### src/rtl/bs_arith_pkg.sv
// Shared definitions for the bit-serial arithmetic blocks.
//   state_t   : serial FSM states (IDLE/SHIFT/DONE)
//   BS_WIDTH  : default operand width
//   cnt_width : bit-counter width able to hold 0..w without wrapping
package bs_arith_pkg;

  localparam int unsigned BS_WIDTH = 4;

  typedef enum logic [1:0] {
    IDLE  = 2'd0,
    SHIFT = 2'd1,
    DONE  = 2'd2
  } state_t;

  function automatic int unsigned cnt_width(input int unsigned w);
    return $clog2(w + 1);
  endfunction

endpackage

### src/rtl/bs_sub_4bit_if.sv
// Operand/result handshake bundle for the bit-serial subtractor.
//   in_valid/in_ready   : operand handshake (a, b)
//   out_valid/out_ready : result handshake (diff, borrow[, ovf])
// Optional: BS_SUB_OVF_EN adds the signed-overflow flag ovf.
interface bs_sub_4bit_if
  import bs_arith_pkg::*;
#(
  parameter int unsigned WIDTH = BS_WIDTH
);

  logic             in_valid;
  logic             in_ready;
  logic [WIDTH-1:0] a;
  logic [WIDTH-1:0] b;
  logic             out_valid;
  logic             out_ready;
  logic [WIDTH-1:0] diff;
  logic             borrow;
`ifdef BS_SUB_OVF_EN
  logic             ovf;

  modport master (
    output in_valid, a, b, out_ready,
    input  in_ready, out_valid, diff, borrow, ovf
  );

  modport slave (
    input  in_valid, a, b, out_ready,
    output in_ready, out_valid, diff, borrow, ovf
  );
`else
  modport master (
    output in_valid, a, b, out_ready,
    input  in_ready, out_valid, diff, borrow
  );

  modport slave (
    input  in_valid, a, b, out_ready,
    output in_ready, out_valid, diff, borrow
  );
`endif

endinterface

### src/rtl/full_adder.sv
// One-bit full adder cell.
//   i_a, i_b, i_cin : addend bits and carry in
//   o_sum_c         : sum bit (combinational)
//   o_cout_c        : carry out (combinational)
module full_adder (
  input  logic i_a,
  input  logic i_b,
  input  logic i_cin,
  output logic o_sum_c,
  output logic o_cout_c
);

  assign o_sum_c  = i_a ^ i_b ^ i_cin;
  assign o_cout_c = (i_a & i_b) | (i_a & i_cin) | (i_b & i_cin);

endmodule

### src/rtl/bs_sub_4bit.sv
// Bit-serial unsigned subtractor: diff = a - b (mod 2^WIDTH), LSB first,
// one bit per clock through a single full adder (a + ~b + 1).
//   clk, rst_n : clock, asynchronous active-low reset
//   bus        : bs_sub_4bit_if.slave (operand in, result out)
// Optional: BS_SUB_OVF_EN adds a registered signed-overflow flag (bus.ovf).
module bs_sub_4bit
  import bs_arith_pkg::*;
#(
  parameter int unsigned WIDTH = BS_WIDTH
) (
  input  logic          clk,
  input  logic          rst_n,
  bs_sub_4bit_if.slave  bus
);

  localparam int unsigned CW = cnt_width(WIDTH);

  state_t           r_state;
  state_t           w_state_nxt;
  logic             w_load;
  logic             w_shift;
  logic             w_last;

  logic [WIDTH-1:0] r_a;
  logic [WIDTH-1:0] r_b;
  logic [WIDTH-1:0] r_diff;
  logic [CW-1:0]    r_cnt;
  logic             r_carry;
  logic             r_borrow;
  logic             r_in_ready;
  logic             r_out_valid;

  logic             w_b_inv;
  logic             w_sum;
  logic             w_cout;

  // Next-state and per-edge control strobes
  always_comb begin
    w_state_nxt = r_state;
    w_load      = 1'b0;
    w_shift     = 1'b0;
    w_last      = 1'b0;
    case (r_state)
      IDLE: begin
        if (bus.in_valid) begin
          w_load      = 1'b1;
          w_state_nxt = SHIFT;
        end
      end
      SHIFT: begin
        w_shift = 1'b1;
        if (r_cnt == CW'(WIDTH - 1)) begin
          w_last      = 1'b1;
          w_state_nxt = DONE;
        end
      end
      DONE: begin
        if (bus.out_ready) begin
          w_state_nxt = IDLE;
        end
      end
      default: w_state_nxt = IDLE;
    endcase
  end

  // State register
  always_ff @(posedge clk or negedge rst_n) begin
    if (!rst_n) begin
      r_state <= IDLE;
    end else begin
      r_state <= w_state_nxt;
    end
  end

  // Handshake outputs registered from the next state
  always_ff @(posedge clk or negedge rst_n) begin
    if (!rst_n) begin
      r_in_ready  <= 1'b1;
      r_out_valid <= 1'b0;
    end else begin
      r_in_ready  <= (w_state_nxt == IDLE);
      r_out_valid <= (w_state_nxt == DONE);
    end
  end

  // Subtract as a + ~b with carry-in 1 seeded at capture
  assign w_b_inv = ~r_b[0];

  full_adder u_fa (
    .i_a      (r_a[0]),
    .i_b      (w_b_inv),
    .i_cin    (r_carry),
    .o_sum_c  (w_sum),
    .o_cout_c (w_cout)
  );

  // Operand shifters, result shifter (fills from MSB side), carry and counter
  always_ff @(posedge clk or negedge rst_n) begin
    if (!rst_n) begin
      r_a      <= '0;
      r_b      <= '0;
      r_diff   <= '0;
      r_cnt    <= '0;
      r_carry  <= 1'b0;
      r_borrow <= 1'b0;
    end else if (w_load) begin
      r_a     <= bus.a;
      r_b     <= bus.b;
      r_cnt   <= '0;
      r_carry <= 1'b1;
    end else if (w_shift) begin
      r_a     <= {1'b0, r_a[WIDTH-1:1]};
      r_b     <= {1'b0, r_b[WIDTH-1:1]};
      r_diff  <= {w_sum, r_diff[WIDTH-1:1]};
      r_carry <= w_cout;
      r_cnt   <= r_cnt + CW'(1);
      // No carry out of the top bit means the subtraction borrowed
      if (w_last) begin
        r_borrow <= ~w_cout;
      end
    end
  end

`ifdef BS_SUB_OVF_EN
  logic r_a_msb;
  logic r_b_msb;
  logic r_ovf;

  // Signed overflow: operand signs differ and result sign differs from a
  always_ff @(posedge clk or negedge rst_n) begin
    if (!rst_n) begin
      r_a_msb <= 1'b0;
      r_b_msb <= 1'b0;
      r_ovf   <= 1'b0;
    end else if (w_load) begin
      r_a_msb <= bus.a[WIDTH-1];
      r_b_msb <= bus.b[WIDTH-1];
    end else if (w_last) begin
      r_ovf <= (r_a_msb ^ r_b_msb) & (w_sum ^ r_a_msb);
    end
  end

  assign bus.ovf = r_ovf;
`endif

  assign bus.in_ready  = r_in_ready;
  assign bus.out_valid = r_out_valid;
  assign bus.diff      = r_diff;
  assign bus.borrow    = r_borrow;

endmodule
### src/flat_wrapper.sv
// flat-port wrapper written by rule: the top's interface ports become plain ports
module bs_sub_4bit_flat import bs_arith_pkg::*;
#(
  parameter int unsigned WIDTH = BS_WIDTH
)
  (clk, rst_n, bus_in_valid, bus_a, bus_b, bus_out_ready, bus_in_ready, bus_out_valid, bus_diff, bus_borrow);
  bs_sub_4bit_if #(.WIDTH(WIDTH)) bus_i ();
  input  logic clk;
  input  logic rst_n;
  input wire logic [$bits(bus_i.in_valid)-1:0] bus_in_valid;
  input wire logic [$bits(bus_i.a)-1:0] bus_a;
  input wire logic [$bits(bus_i.b)-1:0] bus_b;
  input wire logic [$bits(bus_i.out_ready)-1:0] bus_out_ready;
  output wire logic [$bits(bus_i.in_ready)-1:0] bus_in_ready;
  output wire logic [$bits(bus_i.out_valid)-1:0] bus_out_valid;
  output wire logic [$bits(bus_i.diff)-1:0] bus_diff;
  output wire logic [$bits(bus_i.borrow)-1:0] bus_borrow;
  assign bus_i.in_valid = bus_in_valid;
  assign bus_i.a = bus_a;
  assign bus_i.b = bus_b;
  assign bus_i.out_ready = bus_out_ready;
  assign bus_in_ready = bus_i.in_ready;
  assign bus_out_valid = bus_i.out_valid;
  assign bus_diff = bus_i.diff;
  assign bus_borrow = bus_i.borrow;
  bs_sub_4bit #(.WIDTH(WIDTH)) u_core (.clk(clk), .rst_n(rst_n), .bus(bus_i));
endmodule
### config.mk
export PLATFORM = sky130hd
export DESIGN_NAME = bs_sub_4bit_flat
export DESIGN_NICKNAME = d
export VERILOG_FILES = /design/src/rtl/bs_arith_pkg.sv /design/src/rtl/bs_sub_4bit_if.sv /design/src/rtl/full_adder.sv /design/src/rtl/bs_sub_4bit.sv /design/src/flat_wrapper.sv
export SDC_FILE = /design/constraint.sdc
export NUM_CORES = 1
export LEC_CHECK = 0
export CORE_ASPECT_RATIO = 0.6
export CORE_MARGIN = 10
export CORE_UTILIZATION = 38
export DETAILED_ROUTE_END_ITERATION = 12
export GPL_ROUTABILITY_DRIVEN = 0
export GPL_TIMING_DRIVEN = 0
export PLACE_DENSITY_LB_ADDON = 0.3
export SLEW_MARGIN = 10
export SYNTH_ARGS = -nofsm -noshare
export SYNTH_HDL_FRONTEND = slang
export SYNTH_SLANG_ARGS = --single-unit
### constraint.sdc
create_clock -name clk -period 1.9 [get_ports clk]
set_input_delay 0.38 -clock clk [delete_from_list [all_inputs] [get_ports clk]]
set_output_delay 0.38 -clock clk [all_outputs]
set_load 0.03 [all_outputs]
## Word level (Yosys, flattened, before mapping)

Index checks and enable logic that the tools add are counted.

| storage, ports and cells | value |
|---|---|
| bits of input ports | 12 |
| output and inout bits | 7 |
| word-level logic and storage cells | 46 |
| bits in registers | 21 |

| cells by class | value |
|---|---|
| equality and inequality tests | 4 |
| mux-type cells | 17 |
| add/subtract/negate cells | 1 |
| bitwise logic cells | 10 |
| reduce and logical (&&, ||, !) cells | 5 |

Operators with widths:

| operator | number |
|---|---|
| $mux 4 | 4 |
| $mux 1 | 7 |
| $mux 2 | 3 |
| $mux 3 | 2 |
| $pmux 2 s3 | 1 |
| $eq 2x2->1 const B | 2 |
| $logic_not 2->1 | 2 |
| $add 3x1->3 const B | 1 |
| $and 1x1->1 | 3 |
| $eq 3x2->1 const B | 1 |
| $not 1->1 | 3 |
| $reduce_and 3->1 | 1 |
| $eq 2x1->1 const B | 1 |
| $or 1x1->1 | 2 |
| $reduce_and 2->1 | 1 |
| $reduce_bool 2->1 | 1 |
| $xor 1x1->1 | 2 |

## Depth between registers and ports, before layout

| logic depth | value |
|---|---|
| word-level depth | 6 |
| depth in mapped cells | 5 |
| gate-level depth less buffers | 5 |

## Cells and area by module

Synthesis repeated with hierarchy kept, for this count alone.

| second synthesis, totals | value |
|---|---|
| cells, all modules | 82 |
| area total of the unflattened synthesis | 935.9 um2 |

Modules (own cells, without submodules):

| module | instances | cells each | area an instance (um2) | seq. area each (um2) |
|---|---|---|---|---|
| bs_sub_4bit | 1 | 81 | 915.9 | 526.8 |
| full_adder | 1 | 1 | 20.0 | 0.0 |

## Worst setup path before layout

OpenSTA, ideal clock, no wires.

| timing | value |
|---|---|
| path type | register to register |
| from | register u_core.r_a[0] |
| to | register u_core.r_diff[3], in the netlist u_core.bus.diff[3] |
| required time | 1.775 ns |
| clock period less this slack | 1.223 ns |
| setup slack | 0.677 ns |
| stages on the path, launching flop included | 3 |
| library setup time | 0.125 ns |
| arrival | 1.098 ns |
| path buffers | 0 |
| cells stage by stage | dfrtp_1 -> fa_1 -> mux2_2 |

| on the way | value |
|---|---|
| cells in the longest elaborated chain, start to end | 2 |

Ends and longest elaborated chain:

| element | RTL line | text |
|---|---|---|
| start: declaration | bs_sub_4bit.sv:24 | `logic [WIDTH-1:0] r_a;` |
| start signal: assignment | bs_sub_4bit.sv:107 | `r_a <= bus.a;` |
| start signal: assignment | bs_sub_4bit.sv:112 | `r_a <= {1'b0, r_a[WIDTH-1:1]};` |
| $xor 1x1->1 (2 in series) | full_adder.sv:13 | `assign o_sum_c = i_a ^ i_b ^ i_cin;` |
| named net u_core.u_fa.o_sum_c | full_adder.sv:9 | `output logic o_sum_c,` |
| end signal: assignment | bs_sub_4bit.sv:114 | `r_diff <= {w_sum, r_diff[WIDTH-1:1]};` |
| end: declaration | bs_sub_4bit.sv:26 | `logic [WIDTH-1:0] r_diff;` |

The timed path passes the listed nets, and every way through them passes these cells.
A chain may end at the register's enable or synchronous reset.

## Final worst setup path

| timing | value |
|---|---|
| from | register u_core.r_in_ready, in the netlist u_core.bus.in_ready |
| to | output bus_in_ready |

RTL lines:

| element | RTL line | text |
|---|---|---|
| start: declaration | bs_sub_4bit.sv:30 | `logic r_in_ready;` |
| start signal: assignment | bs_sub_4bit.sv:81 | `r_in_ready <= (w_state_nxt == IDLE);` |
| end: declaration | flat_wrapper.sv:14 | `output wire logic [$bits(bus_i.in_ready)-1:0] bus_in_ready;` |

No word-level cell between the ends.

==> summary.txt <==
Clock tree
  • CTS resizes: 0
  • Clk root buf: clkbuf_8
  • Clock Latency Late Sink: roughly 0.25 ns
  • TritonCTS Buffers: 3
  • Htree depth: 1
  • Clk sinks: 21
  • Setup bufs post-CTS: 0
  • Cts hold-fix bufs: 0
  • Clk buf depth: 2
  • Reg clk slew, reported paths: about 0.070 ns
  • CTS tree: yes

Yosys
  • Post-Syn Nets: around 100
  • Most common library cells after synthesis: 20 x dfrtp_1, 9 x nor2_1, 8 x nand2_1
  • Top post-synthesis cells by area: dfrtp_1 52%, a211oi_1 4.7%, mux2_2 4.7%
  • EDFF count, synth: 0
  • Asr flop ratio synth: 100%
  • Synthesis Warnings: 0
  • Count leader, synth: dfrtp_1
  • Post-synth top area share: about half
  • Cell taking the most area after synthesis: dfrtp_1
  • Register area share after synthesis: 54.5%
  • Post-Syn Area: roughly 970 um^2
  • Count of cell types in the netlist: 23
  • Synth Instances: between 80 and 90
  • Post-synthesis register bit count: 21
  • Avg Inst Size Synth: between 10 and 15 um^2
  • Most used DFF post-synth: dfrtp_1

Floorplan
  • # rows: 14
  • Top Ports: 19
  • Die area: 5020 um^2
  • Core box area: between 2000 and 2500 um^2
  • Initial Util: roughly two fifths
  • Die W: approximately 85 um
  • Die Height: around 60 um

Drt
  • Drt drc: 0
  • Post-route ant nets: 0
  • First-iteration detailed-routing DRC count: 35
  • 1st-pass router iterations: 3
  • WL/cell: 14.0 um
  • Vias: between 700 and 800
  • Via/cell ratio: between 4 and 5
  • Final wirelength: about 2000 um

Placed design
  • Worst slack at placement: between 0.2 and 0.3 ns
  • DP HPWL: 1510 um
  • # port buffers: 18
  • Placed cell count: roughly 140

Finish
  • Multi-input gate area: roughly 380 um^2
  • Share of layout cells above drive strength 1: 12.6%
  • Final nets: roughly 130
  • Layout Cells excl Fill: 143
  • ANT cells: 0
  • Syn-to-layout area delta: 27.5%
  • Fillcell total: approximately 230
  • Seq. cell area: 527 um^2

Job
  • Max-Cap Viols: 0

STA
  • Hold_ws: just under 0.5 ns
  • Final worst setup slack: 0.0893 ns
  • Fmax: ~550 MHz
  • Final min period: 1.81 ns
  • Setup total negative slack: 0 ns
  • # setup viols final: 0
  • Final hold vios: 0
  • Worst-Margin Slew: 0.959 ns
  • Slew headroom: between 30% and 40%
  • Fin crit share: 95.3%
  • Unrepaired setup endpoints after global routing: no
  • Clk_skew: a little under 0.003 ns
  • Slew Viols, Final: 0

GRT
  • Gr usage total: 8.44%
  • Number of global-route vias before repair: between 700 and 800
  • Largest net degree at the start of global routing: 22
  • First-pass GRT wire length: approximately 3400 um
  • GR Overflow Total: 0
  • Initial antenna violation count: 0

Setup path
  • CP Cell Sequence: clkdlybuf4s50_1
  • Worst Path Arrival: 1.43 ns
  • Slowest-stage cell, CP: clkdlybuf4s50_1
  • CP max stage delay: ~0.66 ns
  • CP Launch Type: flop
  • Setup Crit Path Kind: flop to output port
  • CP Capture Type: output port
  • Family with the most delay on the worst path: buffers and inverters
  • Critical Path RT: ~1.5 ns
  • Crit Path Max Fanout: 1
  • Crit path buffers/inverters: 1

Status
  • Status: completed

Min path
  • Worst Hold Class: flop to flop

Pwr
  • PnR Total Power: 0.00210 W
  • Power per cell area: around 1700 nW/um^2
  • Max IR drop VDD: between 0.7 and 0.8 mV
  • Leakage power figure: approximately 0.53 nW
[cell type report]
class                   instances  share of cell area (%)
repair buffers                 18                    14.6
flip-flops and latches         21                    42.8
inverters                       4                    1.22
clock buffers                   4                    3.66
plain buffers                   5                    3.25
well taps                      32                    3.25
multi-input cells              59                    31.2
[flip-flops by register name, indices dropped and copies added, names as in the netlist]
signal	cells
u_core.r_b	4
u_core.r_cnt	3
u_core.bus.out_valid	1
u_core.bus.in_ready	1
u_core.r_carry	1
u_core.bus.borrow	1
u_core.bus.diff	4
u_core.r_a	4
u_core.r_state	2
[power by group]
| group | switching, W | internal (W) |
|---|---|---|
| Sequential | 0.000134 | 0.000664 |
| Clock | 0.000135 | 0.000149 |
| Combinational | 0.000534 | 0.000488 |
| Total | 0.000802 | 0.00130 |
[final timing paths]
kind	start	to	slack [ns]	cells past startpoint
hold reg to reg	u_core.r_cnt[2]	u_core.r_cnt[2]	0.49	2
setup reg to reg	u_core.r_state[1]	u_core.r_a[0]	0.61	5
hold / removal	u_core.r_cnt[2]	u_core.r_cnt[2]	0.49	2
setup / recovery	u_core.bus.in_ready	bus_in_ready	0.09	1
min in group asynchronous	rst_n	u_core.r_b[0]	0.66	1
max in group asynchronous	rst_n	u_core.r_a[1]	0.66	1
[cell usage in the layout (no fill, tap or decap)]
cell             instances
nand3b_1                 1
or2_1                    1
buf_4                    1
nor2b_1                  7
a211oi_1                 6
a32oi_1                  2
a21oi_1                  2
o21a_1                   1
clkbuf_8                 3
inv_1                    4
buf_6                    2
o21bai_1                 1
ha_1                     2
dfrtp_1                 20
fa_1                     1
nor2_1                   9
clkdlybuf4s50_1         18
o22ai_1                  6
clkbuf_1                 1
dfstp_2                  1
nand2b_1                 1
or2b_4                   1
o21ai_0                  6
nand2_1                  8
buf_2                    2
mux2_2                   4
[cell families (layout without fill, tap and decap cells)]
kind of cell | after synthesis | in the layout | share of synthesized area, %
simple gates | 28 | 28 | 14.4
compound gates | 24 | 24 | 16.1
flops | 21 | 21 | 54.5
buf+inv | 9 | 31 | 5.70
mux | 4 | 4 | 4.66
fa+ha+maj | 3 | 3 | 4.66
[per-stage QoR]
step / utilization [%] / cell area (um^2)
final: 49.8 / 1230
after global routing: 49.8 / 1230
after CTS: 49.8 / 1230
after detailed placement: 48.0 / 1190
after global placement: 48.0 / 1190
after floorplan: - / 966
[per-layer routing]
metal	vias up	part of all wire [%]	global-route usage [%]	wire length (um)
met2	14	42	12.6	850
met5	-	0	0	0
met3	2	8.1	4.67	162
met4	0	0.40	0.701	8
met1	344	49	10.9	984
li1	350	-	-	-
Note: power is estimated with default switching activity, not from simulation.
